**src/rtl/alu_arb.sv**
```systemverilog
// rtl/alu_arb.sv - two-requester round-robin arbiter with lock, fronting a shared ALU
// Accept edge -> registered issue cycle -> status captured -> one-hot response strobe.
module alu_arb #(
  parameter logic [3:0] IDLE_OP = 4'b1100
) (
  input  logic        clk,
  input  logic        rst,
  input  logic [1:0]  req_valid,
  output logic [1:0]  req_ready,
  input  logic [1:0]  req_lock,
  input  logic [63:0] req_rsa,
  input  logic [63:0] req_rsb,
  input  logic [31:0] req_imm,
  input  logic [7:0]  req_alu_op,
  input  logic [7:0]  req_funct,
  input  logic [1:0]  req_c_in,
  output logic [31:0] alu_rsa,
  output logic [31:0] alu_rsb,
  output logic [15:0] alu_imm,
  output logic [3:0]  alu_op,
  output logic [3:0]  alu_funct,
  output logic        alu_c_in,
  input  logic [31:0] alu_result,
  input  logic [3:0]  alu_stat,
  input  logic [3:0]  alu_stat_en,
  output logic [1:0]  rsp_valid,
  output logic [31:0] rsp_result,
  output logic [3:0]  rsp_stat,
  output logic [3:0]  rsp_stat_en
);

  logic [31:0] r_alu_rsa;
  logic [31:0] r_alu_rsb;
  logic [15:0] r_alu_imm;
  logic [3:0]  r_alu_op;
  logic [3:0]  r_alu_funct;
  logic        r_alu_c_in;
  logic        r_iss_valid;
  logic        r_iss_owner;
  logic [1:0]  r_rsp_valid;
  logic [3:0]  r_rsp_stat;
  logic [3:0]  r_rsp_stat_en;
  logic        r_locked;
  logic        r_lock_owner;
  logic        r_last_grant;

  logic [1:0]  w_grant;
  logic        w_accept;
  logic        w_sel;

  // Locked: only the owner may be granted. Unlocked tie: the requester not granted last wins.
  always_comb begin
    w_grant = 2'b00;
    if (rst) begin
      w_grant = 2'b00;
    end else if (r_locked) begin
      w_grant = r_lock_owner ? {req_valid[1], 1'b0} : {1'b0, req_valid[0]};
    end else if (&req_valid) begin
      w_grant = r_last_grant ? 2'b01 : 2'b10;
    end else begin
      w_grant = req_valid;
    end
  end

  assign req_ready = w_grant;
  assign w_accept  = |w_grant;
  assign w_sel     = w_grant[1];

  always_ff @(posedge clk) begin
    if (rst) begin
      r_alu_rsa     <= 32'd0;
      r_alu_rsb     <= 32'd0;
      r_alu_imm     <= 16'd0;
      r_alu_op      <= IDLE_OP;
      r_alu_funct   <= 4'd0;
      r_alu_c_in    <= 1'b0;
      r_iss_valid   <= 1'b0;
      r_iss_owner   <= 1'b0;
      r_rsp_valid   <= 2'b00;
      r_rsp_stat    <= 4'd0;
      r_rsp_stat_en <= 4'd0;
      r_locked      <= 1'b0;
      r_lock_owner  <= 1'b0;
      r_last_grant  <= 1'b1;
    end else begin
      if (w_accept) begin
        r_alu_rsa    <= w_sel ? req_rsa[63:32]    : req_rsa[31:0];
        r_alu_rsb    <= w_sel ? req_rsb[63:32]    : req_rsb[31:0];
        r_alu_imm    <= w_sel ? req_imm[31:16]    : req_imm[15:0];
        r_alu_op     <= w_sel ? req_alu_op[7:4]   : req_alu_op[3:0];
        r_alu_funct  <= w_sel ? req_funct[7:4]    : req_funct[3:0];
        r_alu_c_in   <= w_sel ? req_c_in[1]       : req_c_in[0];
        r_iss_valid  <= 1'b1;
        r_iss_owner  <= w_sel;
        r_last_grant <= w_sel;
        r_locked     <= w_sel ? req_lock[1] : req_lock[0];
        r_lock_owner <= w_sel;
      end else begin
        // Idle issue: operands stay put so the ALU inputs do not toggle.
        r_alu_op    <= IDLE_OP;
        r_alu_funct <= 4'd0;
        r_iss_valid <= 1'b0;
      end
      r_rsp_valid <= r_iss_valid ? (r_iss_owner ? 2'b10 : 2'b01) : 2'b00;
      if (r_iss_valid) begin
        r_rsp_stat    <= alu_stat;
        r_rsp_stat_en <= alu_stat_en;
      end
    end
  end

  assign alu_rsa     = r_alu_rsa;
  assign alu_rsb     = r_alu_rsb;
  assign alu_imm     = r_alu_imm;
  assign alu_op      = r_alu_op;
  assign alu_funct   = r_alu_funct;
  assign alu_c_in    = r_alu_c_in;
  assign rsp_valid   = r_rsp_valid;
  assign rsp_result  = alu_result;
  assign rsp_stat    = r_rsp_stat;
  assign rsp_stat_en = r_rsp_stat_en;

endmodule

```
**config.mk**
```make
export PLATFORM = sky130hd
export DESIGN_NAME = alu_arb
export DESIGN_NICKNAME = d
export VERILOG_FILES = /design/src/rtl/alu_arb.sv
export SDC_FILE = /design/constraint.sdc
export NUM_CORES = 1
export LEC_CHECK = 0
export ABC_AREA = 1
export CORE_AREA = 4 4 137 139
export CTS_CLUSTER_DIAMETER = 150
export DETAILED_ROUTE_END_ITERATION = 12
export DIE_AREA = 0 0 141 143
export GPL_TIMING_DRIVEN = 0
export MAX_ROUTING_LAYER = met4
export PLACE_DENSITY = 0.74
export RECOVER_POWER = 25
export SLEW_MARGIN = 15
export SYNTH_ARGS = -nofsm -noshare
export SYNTH_HDL_FRONTEND = slang
export SYNTH_SLANG_ARGS = --single-unit
```
**constraint.sdc**
```tcl
create_clock -name clk -period 2.5 [get_ports clk]
set_clock_uncertainty 0.1 [all_clocks]
set_input_delay 0.5 -clock clk [delete_from_list [all_inputs] [get_ports clk]]
set_output_delay 0.5 -clock clk [all_outputs]
set_load 0.02 [all_outputs]
```
# Word level (Yosys, flattened, before mapping)
# Index checks and enable logic that the tools add are counted.
# op_classes
n_bitwise	2
n_mux	14
n_reduce_logical	4
# ops
operator	n
$mux W32	2
$mux W16	1
$mux W2	6
$mux W4	2
$reduce_or A2 Y1	3
$mux W1	3
$not A1 Y1	2
$reduce_and A2 Y1	1
# totals
output_inout_bits	133
word_cells	33
input_bits	224
regBits	103

# Longest topological paths before layout
# logic_depth
depth_word	7
depth_mapped	10
mapped_depth_nobuf	9

# Least setup slack after synthesis
# OpenSTA, ideal clock, no wires.
# synth_timing
path_type	input -> output
start	input req_valid[1]
end	output req_ready[0]
required_time_ps	1900
n_path_buf	2
t_arrival_ps	1189
setup_slack_ps	711
cell_stages	7
path_cell_list	nand2_1 -> nand2_1 -> nand2_1 -> nand3_1 -> buf_2 -> buf_2 -> inv_1
# synth_via
elab_chain_len	4
# synth_lines
item	line_no	source
from (decl)	8	input logic [1:0] req_valid,
$reduce_and A2 Y1	58	end else if (&req_valid) begin
$mux W2	58	
$mux W2	56	end else if (r_locked) begin
$mux W2	54	if (rst) begin
to (decl)	9	output logic [1:0] req_ready,
# Every way passes these cells.

# Final worst setup path
# layout_timing
start	input req_valid[1]
end	output req_ready[1]
# layout_via
elab_chain_len	4
word_cells_on_any_way	5
cone_classes	mux: 4; reduce/logical: 1
# layout_lines
item	line_no
$reduce_and A2 Y1	58
$mux W2	58
$mux W2 (*)	56
$mux W2 (*)	54
# Mark *: on every way between the ends. The rest lies on a longest branch, timed or not.

==> flow_summary_export.csv <==
group,metric,value,unit
run_status,status,"completed",
placement,numPortBuffers,324,
clocking,cts_tree,"done",
clocking,clockBufferDepth,2,
power_and_ir_drop,peakVddDrop,0.311,mV
logic_synthesis,synth_area_leaders,"dfxtp_1, nand2_1, nand4_1, nand3_1, a21oi_1",
logic_synthesis,syn_nets,1182,
sta,finalCriticalPeriod,2.37,ns
route,vias,7326,
sta,clock.fmax,0.422,GHz
logic_synthesis,ys_types,17,
critical_path,critPathMaxFanout,10,
clocking,hold_buffers,0,
clocking,cts_resized,10,
cells_and_area,final_common_cell,"nand2_1",
clocking,clock-sinks,103,
sta,tightest_slew,0.643,ns
sta,slew_violations,0,
logic_synthesis,synth-seq-cells,103,
cells_and_area,n_antenna_cell,0,
logic_synthesis,yosysSeqAreaShare,34.8,%
placement,dpl_cell_area,9450,um^2
critical_path,worstPathArrival,1.77,ns
cells_and_area,ff_latch_area,2060,um^2
critical_path,end_kind,"primary output",
clocking,clock_latency,0.34,ns
clocking,h-tree-depth,3,
global_route,grt_max_degree,20,
global_route,grtUsageTotal,23.2,%
cells_and_area,area_growth_syn_to_layout,64.6,%
min_path,hold_path.class,"reg2reg",
sta,rsz0062_at_grt,"no",
logic_synthesis,netlist_area,5920,um^2
floorplan,num_io_pins,357,
sta,final_hold_viol_count,0,
critical_path,crit_type,"in2out",
route,drc_errors,0,
cells_and_area,most-common-layout-cells,"nand2_1, clkdlybuf4s50_1, dfxtp_1",
route,viasPerCell,4.80,
floorplan,core_area,17700,um^2
placement,hpwl,18300,um
global_route,grt_pass1_vias,6890,
clocking,cts_root_buf,"clkbuf_16",
cells_and_area,final_cell_area,9750,um^2
global_route,overflow,0,
logic_synthesis,syn_inst,958,
global_route,grt_pass1_wl,36000,um
cells_and_area,multi_input_area,2860,um^2
floorplan,num_rows,49,
clocking,clkTransAtPathRegs,0.07,ns
clocking,cts_buffers,9,
critical_path,cp-start-kind,"input port",
sta,relSlewSlack,57.2,%
critical_path,crit_required,1.90,ns
power_and_ir_drop,power.total,5380,uW
cells_and_area,n_fill_cell,1789,
cells_and_area,nNetsFinal,1516,
floorplan,initial_utilization,33.5,%
power_and_ir_drop,p_per_area,552,nW/um^2
route,routed_wl,23800,um
route,firstDrtPassIters,5,
cells_and_area,drive_gt1_share,9.41,%
route,ant_nets,0,
logic_synthesis,yosys.area.top_type_share,34.8,%
logic_synthesis,synth_warnings,0,
cells_and_area,final_util,55.2,%
power_and_ir_drop,leakagePower,0.00458,uW
global_route,antenna_found_initial,0,
route,drt_iter0_markers,381,
floorplan,dieHeight,143,um
logic_synthesis,synth_area_leader_cell,"dfxtp_1",
floorplan,die_area,20200,um^2
placement,gp_congestion,0.893,
sta,layout_worst_path_cycle_share,94.9,%
logic_synthesis,avgSynthCellArea,6.18,um^2
route,avgRoutedWirePerCell,15.6,um
clocking,post_cts_buffers,0,
run,drv_cap,0,
sta,finalSetupViolCount,0,
floorplan,die_x,141,um
==> power by group <==
group	total [uW]	internal, uW	switching [uW]
Clock	1430	771	655
Combinational	2020	955	1070
Sequential	1930	1830	97.0
==> cells in the mapped netlist <==
| master | n |
|---|---|
| nand2_2 | 1 |
| a21oi_1 | 82 |
| dfxtp_1 | 103 |
| buf_4 | 33 |
| clkinv_1 | 1 |
| buf_2 | 70 |
| nor3_1 | 2 |
| nand3_2 | 1 |
| nand3_1 | 86 |
| nand4_1 | 82 |
| a31oi_1 | 1 |
| nand2_1 | 282 |
| o21ai_0 | 9 |
| inv_2 | 2 |
| nor2_1 | 98 |
| inv_1 | 94 |
| clkbuf_1 | 11 |
==> per-stage QoR <==
step | setup TNS, ns | std cells | worst slack, ns | hold slack (ns)
after floorplan | 0 | 958 | 0.711 | 0.321
after global placement | -1.14 | 1511 | -0.665 | 0.357
after detailed placement | -1.14 | 1511 | -0.671 | 0.358
after CTS | 0 | 1525 | 0.0140 | 0.371
after global routing | 0 | 1525 | 0.0460 | 0.389
final | 0 | 1525 | 0.128 | 0.370
==> final timing paths <==
kind / endpoint / startpoint / cells past startpoint / slack (ns)
worst min-delay path: rsp_valid[0] / r_lock_owner / 1 / 0.37
worst max-delay path: req_ready[1] / req_valid[1] / 7 / 0.13
worst min register to register: rsp_valid[0] / r_lock_owner / 1 / 0.37
worst max register to register: alu_op[3] / r_locked / 7 / 0.46
==> cell families after synthesis <==
kind of cell | share of synthesized area, %
buf+inv | 16.9
flops | 34.8
simple gates | 40.5
compound gates | 7.79
==> sequential cells by signal, indices dropped and copies added, names as in the netlist, 2 cells and up <==
| register | cells |
|---|---|
| alu_funct | 4 |
| alu_imm | 16 |
| alu_op | 4 |
| alu_rsa | 32 |
| alu_rsb | 32 |
| rsp_stat | 4 |
| rsp_stat_en | 4 |
| rsp_valid | 2 |
==> routing by layer <==
metal | track usage [%] | vias to the layer above | share of wire (%)
li1 | - | 3710 | -
met1 | 27.1 | 3307 | 40
met2 | 39.6 | 285 | 50
met3 | 6.60 | 24 | 8.7
met4 | 5.46 | 0 | 1.5
met5 | - | - | 0
==> worst max-delay path, stage by stage <==
cell,delay [ns]
clkdlybuf4s50_1,0.49
inv_1,0.07
nor2_2,0.11
nand3_2,0.14
buf_6,0.19
inv_4,0.10
buf_2,0.17
==> final cells by class <==
type / instances / area share (%)
Buffer: 113 / 6.68
Clock buffer: 9 / 2.31
Clock inverter: 6 / 0.629
Tap cell: 229 / 2.94
Inverter: 97 / 3.79
Sequential cell: 103 / 21.2
Timing Repair Buffer: 324 / 33.2
Multi-Input combinational cell: 644 / 29.3
(Power assumes the default switching activity.)
